<file path="src/rtl/cache_ctrl_burst.sv">
// Write-through cache controller with multi-word line refill, an internal memory wait
// counter and optional write-allocate on write misses. One CPU request is handled at a time.
module cache_ctrl_burst #(
  parameter  int WAIT_CYCLES    = 4,
  parameter  int WORDS_PER_LINE = 4,
  parameter  int WRITE_ALLOCATE = 0,
  localparam int IDX_W          = (WORDS_PER_LINE > 1) ? $clog2(WORDS_PER_LINE) : 1
) (
  input  logic             clk,
  input  logic             reset,
  input  logic             Strobe,
  input  logic             DRW,
  input  logic             M,
  input  logic             V,
  output logic             DReady,
  output logic             W,
  output logic             MStrobe,
  output logic             MRW,
  output logic             RSel,
  output logic             WSel,
  output logic [IDX_W-1:0] WordIdx
);

  typedef enum logic [3:0] {
    IDLE  = 4'd0,
    READ  = 4'd1,
    WRITE = 4'd2,
    RMISS = 4'd3,
    RWAIT = 4'd4,
    RFILL = 4'd5,
    WSTRB = 4'd6,
    WWAIT = 4'd7,
    WDONE = 4'd8
  } state_t;

  localparam logic [7:0]       CNT_LOAD = 8'(WAIT_CYCLES - 1);
  localparam logic [IDX_W-1:0] IDX_LAST = IDX_W'(WORDS_PER_LINE - 1);
  localparam logic             ALLOC_EN = (WRITE_ALLOCATE != 0);

  state_t           state_q, state_d;
  logic [7:0]       cnt_q, cnt_d;
  logic [IDX_W-1:0] idx_q, idx_d;
  logic             hit_q, hit_d;
  logic             alloc_q, alloc_d;

  always_comb begin
    state_d = state_q;
    cnt_d   = cnt_q;
    idx_d   = idx_q;
    hit_d   = hit_q;
    alloc_d = alloc_q;
    case (state_q)
      IDLE:  if (Strobe) state_d = DRW ? WRITE : READ;
      READ:  state_d = (M & V) ? IDLE : RMISS;
      WRITE: begin
        // Hit/allocate decision is frozen here; later M/V activity is irrelevant.
        hit_d   = M & V;
        alloc_d = ~(M & V) & ALLOC_EN;
        state_d = WSTRB;
      end
      RMISS: begin
        cnt_d   = CNT_LOAD;
        idx_d   = '0;
        state_d = RWAIT;
      end
      RWAIT: begin
        if (cnt_q == 8'd0) state_d = RFILL;
        else               cnt_d   = cnt_q - 8'd1;
      end
      RFILL: begin
        if (idx_q == IDX_LAST) begin
          idx_d   = '0;
          state_d = alloc_q ? WDONE : IDLE;
        end else begin
          idx_d = idx_q + 1'b1;
        end
      end
      WSTRB: begin
        cnt_d   = CNT_LOAD;
        state_d = WWAIT;
      end
      WWAIT: begin
        if (cnt_q == 8'd0) state_d = alloc_q ? RMISS : WDONE;
        else               cnt_d   = cnt_q - 8'd1;
      end
      WDONE: begin
        hit_d   = 1'b0;
        alloc_d = 1'b0;
        state_d = IDLE;
      end
      default: begin
        state_d = IDLE;
        cnt_d   = 8'd0;
        idx_d   = '0;
        hit_d   = 1'b0;
        alloc_d = 1'b0;
      end
    endcase
  end

  always_ff @(posedge clk or negedge reset) begin
    if (!reset) begin
      state_q <= IDLE;
      cnt_q   <= 8'd0;
      idx_q   <= '0;
      hit_q   <= 1'b0;
      alloc_q <= 1'b0;
    end else begin
      state_q <= state_d;
      cnt_q   <= cnt_d;
      idx_q   <= idx_d;
      hit_q   <= hit_d;
      alloc_q <= alloc_d;
    end
  end

  // Outputs decode the current state; only the read-hit DReady looks at live M/V.
  always_comb begin
    DReady  = 1'b0;
    W       = 1'b0;
    MStrobe = 1'b0;
    MRW     = 1'b0;
    RSel    = 1'b0;
    WSel    = 1'b0;
    WordIdx = '0;
    case (state_q)
      READ:  DReady = M & V;
      RMISS: MStrobe = 1'b1;
      RFILL: begin
        W       = 1'b1;
        WSel    = 1'b1;
        RSel    = 1'b1;
        WordIdx = idx_q;
        DReady  = (idx_q == IDX_LAST) & ~alloc_q;
      end
      WSTRB: begin
        MStrobe = 1'b1;
        MRW     = 1'b1;
      end
      WWAIT: MRW = 1'b1;
      WDONE: begin
        DReady = 1'b1;
        W      = hit_q | alloc_q;
      end
      default: ;
    endcase
  end

endmodule
</file>
<file path="config.mk">
export PLATFORM = sky130hd
export DESIGN_NAME = cache_ctrl_burst
export DESIGN_NICKNAME = d
export VERILOG_FILES = /design/src/rtl/cache_ctrl_burst.sv
export SDC_FILE = /design/constraint.sdc
export NUM_CORES = 1
export LEC_CHECK = 0
export CAP_MARGIN = 20
export CORE_MARGIN = 2
export CORE_UTILIZATION = 50
export CTS_BUF_LIST = sky130_fd_sc_hd__clkbuf_8
export DETAILED_ROUTE_END_ITERATION = 10
export PLACE_DENSITY = 0.8
export SYNTH_ARGS = -nofsm -noshare
export SYNTH_HDL_FRONTEND = slang
export SYNTH_SLANG_ARGS = --single-unit
export TNS_END_PERCENT = 100
</file>
<file path="constraint.sdc">
create_clock -name clk -period 2 [get_ports clk]
set_clock_uncertainty 0.1 [all_clocks]
set_input_delay 0.2 -clock clk [delete_from_list [all_inputs] [get_ports clk]]
set_output_delay 0.2 -clock clk [all_outputs]
set_load 0.02 [all_outputs]
</file>
==> impl_metrics.ini, run 1 <==
[min_path]
worstHoldPathType = in2async

[die]
coreArea_mm2 = 0.00192
die_x_um = 48.9
fp-row-count = 16
io_pins = 14
die_area_mm2 = 0.00239
initial_core_util = 0.525
die_h_um = 48.9

[timing]
max_clock_freq_mhz = 494
fin_crit_sh = 1.01
maxSlewHeadroom = 0.546
setup_viol = 4
tightest_slew_ns = 0.679
finalHoldViolations = 0
finalMaxSlewViolations = 0
fin_crit_ns = 2.03
rsz0062_at_grt = true
fin_ws_ns = -0.0254

[place]
dp_slack_ns = -0.0140
hpwl_um = 1680
dp_cells = 164
place.gp.congestion = 0.791
io_buffers = 13

[synthesis]
synth_common_cells = 15 x dfrtp_1, 9 x nand2_1, 9 x nor2_1
ys_warn_count = 0
yosysTopAreaCellShare = 0.372
yosysTopAreaCell = dfrtp_1
ys_seq_elements = 15
ys_seq_area_frac = 0.372
syn_area_mm2 = 0.00101
synth_cells = 111
ys.flop_type = dfrtp_1
synth_most_common_cell = dfrtp_1
async_flop_share = 1.00
synthTopCellsByArea = dfrtp_1 37%, a21oi_1 4.0%, nand2_1 3.3%, nor2_1 3.3%, mux2_4 3.0%
synth_edf_count = 0
syn_area_per_cell_um2 = 9.09
syn_nets = 119
synthDistinctLibCells = 44

[drt]
vias = 967
via_per_inst = 5.65
drtAntennaViolNets = 0
drt-pass1-iter-count = 5
wl_per_cell_um = 15.0
wl_um = 2560
drtIter0Drc = 25
drc_errors = 0

[critical_path]
crit_type = reg2reg
cpLargestDelayFamily = simple AND/OR/NAND/NOR gates
crit_fanout = 3
cp_slowest_cell = or4b_4
worstSetupEndpointType = register
slowest_delay_ns = 0.50
critPathLaunchType = register
critPathRequiredTime_ns = 2.04
crit_buf_inv = 1
arrival_ns = 2.07
cp_cell_sequence = inv_1, ha_2, or4b_4, o211a_4, a21oi_4, mux2_4

[layout]
final_util = 0.728
drive_gt1_frac = 0.292
nets = 153
fin_cells = 171
areaGrowthSynthToFinish_pct = 38.7
num_antenna_cells = 0

[power]
p_sw_frac = 0.446
seq_power_share = 0.223
cellLeakagePower_nw = 0.635
p_comb_frac = 0.679
intPower_w = 0.00147
p_switching_w = 0.00119
irDropWorstVdd_uv = 1330
cellPowerDensity_mw_per_mm2 = 1900
p_clk_frac = 0.098

[cts]
ctsHoldBuffers = 0
cts_buffers = 3
cts-root-buf = clkbuf_8
clk_latency_ns = 0.25
cts_max_path_buffers = 2
clock_sinks = 15
clk_pin_slew_worst_paths_ns = 0.07
cts_tree = yes
htree_levels = 1

[status]
status = complete, but fails checks
violations = negative setup slack

[global_routing]
antenna_found_initial = 0
grt_first_pass_wirelength_um = 4440
grtUsageTotal = 0.234
grt_max_degree = 16
grt-ovfl-total = 0
grt_pass1_vias = 970

[job]
maxCapViolCount = 0
## metrics by stage
step	hold WS, ns	total power, W	instance area [um2]	setup TNS, ns
3_3_place_gp	0.404	0.00221	1320	0
3_5_place_dp	0.420	0.00227	1320	-0.0161
2_1_floorplan	-0.196	0.00169	1040	-0.135
5_1_grt	0.350	0.00288	1400	-0.801
6_report	0.258	0.00266	1400	-0.0506
4_1_cts	0.294	0.00255	1380	-0.0784
## layout make-up
type                    instances  area (um2)
fillers                       146         523
repair buffers                 34         282
well taps                      27        33.8
multi-input cells              85         637
clock buffers                   3        41.3
inverters                       6        22.5
flip-flops and latches         15         378
clock inverters                 1        5.00
## power by group through the flow
stage	Combinational, W	Clock, W	Sequential (W)
floorplan	0.00113	0	0.000559
global placement	0.00163	0	0.000588
detailed placement	0.00167	0	0.000599
CTS	0.00170	0.000261	0.000584
global route	0.00199	0.000272	0.000619
finish	0.00181	0.000260	0.000594
## per-layer routing
metal	vias to the layer above	track usage	part of all wire
li1	478	-	-
met1	462	0.316	0.48
met2	25	0.395	0.48
met3	2	0.0460	0.042
met4	0	0.0381	0.0039
met5	-	0	0
## worst paths after layout
check / start / endpoint / slack [ns] / cells past startpoint
worst max register to register: cnt_q[1] / state_q[0] / -0.03 / 6
worst max-delay path: cnt_q[1] / state_q[0] / -0.03 / 6
max in group asynchronous: reset / state_q[2] / 1.07 / 1
worst min-delay path: reset / idx_q[1] / 0.26 / 1
min in group clk: cnt_q[4] / cnt_q[4] / 0.42 / 1
worst min register to register: cnt_q[4] / cnt_q[4] / 0.42 / 1
## sequential cells by signal, summed over array words and instances, names as in the netlist
signal and flops:
idx_q 2, state_q 4, cnt_q 8, hit_q 1
## logic make-up (layout without fill, tap and decap cells)
family | Yosys count | count (layout) | share of synthesized area
AOI/OAI and AO/OA | 34 | 34 | 0.256
xor gates and xnor gates | 3 | 3 | 0.0261
adders and majority gates | 2 | 2 | 0.0248
buffers and inverters | 11 | 44 | 0.0447
DFF | 15 | 15 | 0.372
muxes | 3 | 3 | 0.0409
and+or+nand+nor | 43 | 43 | 0.236
## cell usage in the layout (no fill, tap or decap), types with 2 or more instances in the layout
cell | netlist | routed
clkdlybuf4s50_1 | 0 | 5
o211ai_1 | 3 | 3
mux2_4 | 2 | 3
buf_4 | 1 | 19
a21oi_2 | 1 | 2
dlygate4sd2_1 | 0 | 7
dfrtp_2 | 0 | 2
a31oi_1 | 3 | 3
a21oi_1 | 8 | 6
xor2_1 | 2 | 2
o21ai_0 | 3 | 3
nor2_1 | 9 | 9
o21bai_1 | 2 | 2
inv_1 | 6 | 6
nand2_1 | 9 | 9
buf_6 | 0 | 2
clkbuf_8 | 0 | 3
dfrtp_1 | 15 | 13
or3_1 | 2 | 2
nor2b_1 | 4 | 3
and2_1 | 4 | 4
nand2b_1 | 4 | 4
nand3b_1 | 2 | 2
a22o_1 | 2 | 2
## repair_timing
action                                  in CTS  in global routing
pin swaps                                    2                  2
setup buffers                                2                  1
gates resized for setup                     13                  6
cloned                                       0                  0
endpoints found under the setup margin      16                 13
No activity file was read; power rests on OpenSTA's default activity.
==> run 2: changes to the inputs <==
CTS_CLUSTER_DIAMETER = 100   (was default)
==> results of run 2 <==
Final layout, timing and power as in run 1 (identical DEF).
==> run 3: changes to the inputs <==
--- a/config.mk
+++ b/config.mk
@@ -9,7 +9,6 @@
 export CORE_MARGIN = 2
-export CORE_UTILIZATION = 50
-export CTS_BUF_LIST = sky130_fd_sc_hd__clkbuf_8
+export CORE_UTILIZATION = 48
 export CTS_CLUSTER_DIAMETER = 100
 export DETAILED_ROUTE_END_ITERATION = 10
-export PLACE_DENSITY = 0.8
+export PLACE_DENSITY = 0.77
 export SYNTH_ARGS = -nofsm -noshare
==> constraint.sdc (replaced) <==
create_clock -name clk -period 2 [get_ports clk]
set_clock_uncertainty 0.1 [all_clocks]
set_input_delay 0.4 -clock clk [delete_from_list [all_inputs] [get_ports clk]]
set_output_delay 0.4 -clock clk [all_outputs]
set_load 0.02 [all_outputs]
==> impl_metrics.ini, run 3 (synthesized netlist as in run 1, its figures left out) <==
[timing]
fin_ws_ns = -0.0477
fin_crit_sh = 1.02
finalHoldViolations = 0
maxSlewHeadroom = 0.622
hold_slack_ns = 0.305
fin_crit_ns = 2.05
finalMaxSlewViolations = 0
setup_viol = 9
max_clock_freq_mhz = 488
rsz0062_at_grt = true
tightest_slew_ns = 0.562

[layout]
drive_gt1_frac = 0.443
final_common_cell = buf_4
largest_registers = cnt_q: 8 flops, state_q: 4 flops, idx_q: 2 flops
largest_register_ffs = 8
fin_cells = 185
top_register = cnt_q
ff_latch_area_um2 = 377
num_antenna_cells = 0
final_cell_area_mm2 = 0.00155
multi_input_area_um2 = 708
nets = 167
areaGrowthSynthToFinish_pct = 53.7
final_util = 0.790
layout_common_cells = 32 x buf_4, 14 x dfrtp_1, 9 x nand2_1, 8 x nor2_1
fillers = 147

[drt]
wl_um = 3140
drtAntennaViolNets = 0
drtIter0Drc = 25
vias = 1062
wl_per_cell_um = 17.0
via_per_inst = 5.74
drc_errors = 0
drt-pass1-iter-count = 4

[global_routing]
antenna_found_initial = 0
grt_first_pass_wirelength_um = 4530
grt_pass1_vias = 985
grt_max_degree = 16
grt-ovfl-total = 0
grtUsageTotal = 0.242

[power]
p_clk_frac = 0.062
cellPowerDensity_mw_per_mm2 = 1950
p_switching_w = 0.00140
intPower_w = 0.00162
seq_power_share = 0.193
irDropWorstVdd_uv = 1350
p_sw_frac = 0.463
p_comb_frac = 0.745
cellLeakagePower_nw = 0.700

[die]
io_pins = 14
die_x_um = 49.8
fp-row-count = 16
die_h_um = 49.8
die_area_mm2 = 0.00248
coreArea_mm2 = 0.00196
initial_core_util = 0.514

[critical_path]
worstSetupEndpointType = register
critPathLaunchType = register
arrival_ns = 2.14
crit_fanout = 3
critPathRequiredTime_ns = 2.10
crit_type = reg2reg

[cts]
clk_pin_slew_worst_paths_ns = 0.10
clock_sinks = 15
cts_max_path_buffers = 2
cts-root-buf = clkbuf_4
clk_latency_ns = 0.30
cts_tree = yes
htree_levels = 1
cts_buffers = 3

[place]
dp_cells = 175
io_buffers = 13
post_dp_cell_area_mm2 = 0.00141
dp_slack_ns = -0.382
place.gp.congestion = 0.842
hpwl_um = 1990

[status]
violations = negative setup slack
status = complete, but fails checks

[job]
maxCapViolCount = 0

[min_path]
worstHoldPathType = in2async
[run 3: changes by cell type in the layout (fill, tap and decap cells not counted), moves of 3 or more]
cell,previous run,this run
buf_2,0,6
dlygate4sd2_1,7,0
a31oi_1,3,0
buf_4,19,32
clkbuf_4,0,3
a31oi_4,0,3
clkbuf_8,3,0
[run 3: critical path: stages, from the launching register on]
cell     delay [ns]
dfrtp_1        0.39
inv_1          0.06
ha_2           0.17
or4b_4         0.50
o211a_4        0.27
a21oi_4        0.14
mux2_4         0.31
[run 3: layout make-up]
class | count | area share
clock inverters | 1 | 0.00323
well taps | 27 | 0.0218
flip-flops and latches | 15 | 0.243
multi-input cells | 85 | 0.457
inverters | 6 | 0.0145
clock buffers | 3 | 0.0145
repair buffers | 48 | 0.246
[run 3: what timing repair did]
item,in CTS,in global routing
setup endpoints to repair,14,19
hold buffers,0,0
endpoints found under the hold margin,0,0
resized for setup,34,21
setup buffers,4,2
pin swaps,3,4
[run 3: worst paths after layout]
path | startpoint | endpoint | slack, ns | depth (start not counted)
max | cnt_q[0] | state_q[0] | -0.05 | 6
min | reset | idx_q[0] | 0.30 | 2
max reg2reg | cnt_q[0] | state_q[0] | -0.05 | 6
min reg2reg | hit_q | hit_q | 0.43 | 2
max in group asynchronous | reset | state_q[2] | 1.30 | 2
min in group clk | hit_q | hit_q | 0.43 | 2
[run 3: metrics by stage]
step / total power [W] / TNS, ns
2_1_floorplan: 0.00169 / -0.135
3_3_place_gp: 0.00240 / -0.527
3_5_place_dp: 0.00248 / -0.725
4_1_cts: 0.00281 / -0.107
5_1_grt: 0.00318 / -0.965
6_report: 0.00302 / -0.237
[run 3: power by group through the flow]
stage               logic (W)  registers (W)  clock network [W]
global placement      0.00184       0.000560                  0
detailed placement    0.00191       0.000573                  0
finish                0.00225       0.000583           0.000188
global route          0.00238       0.000599           0.000196
CTS                   0.00204       0.000576           0.000188
floorplan             0.00113       0.000559                  0
[run 3: per-layer routing]
metal,GRT usage,vias to the layer above,wire [um]
li1,-,501,-
met2,0.416,40,1550
met3,0.0364,10,163
met5,0,-,0
met1,0.314,511,1340
met4,0.0694,0,93
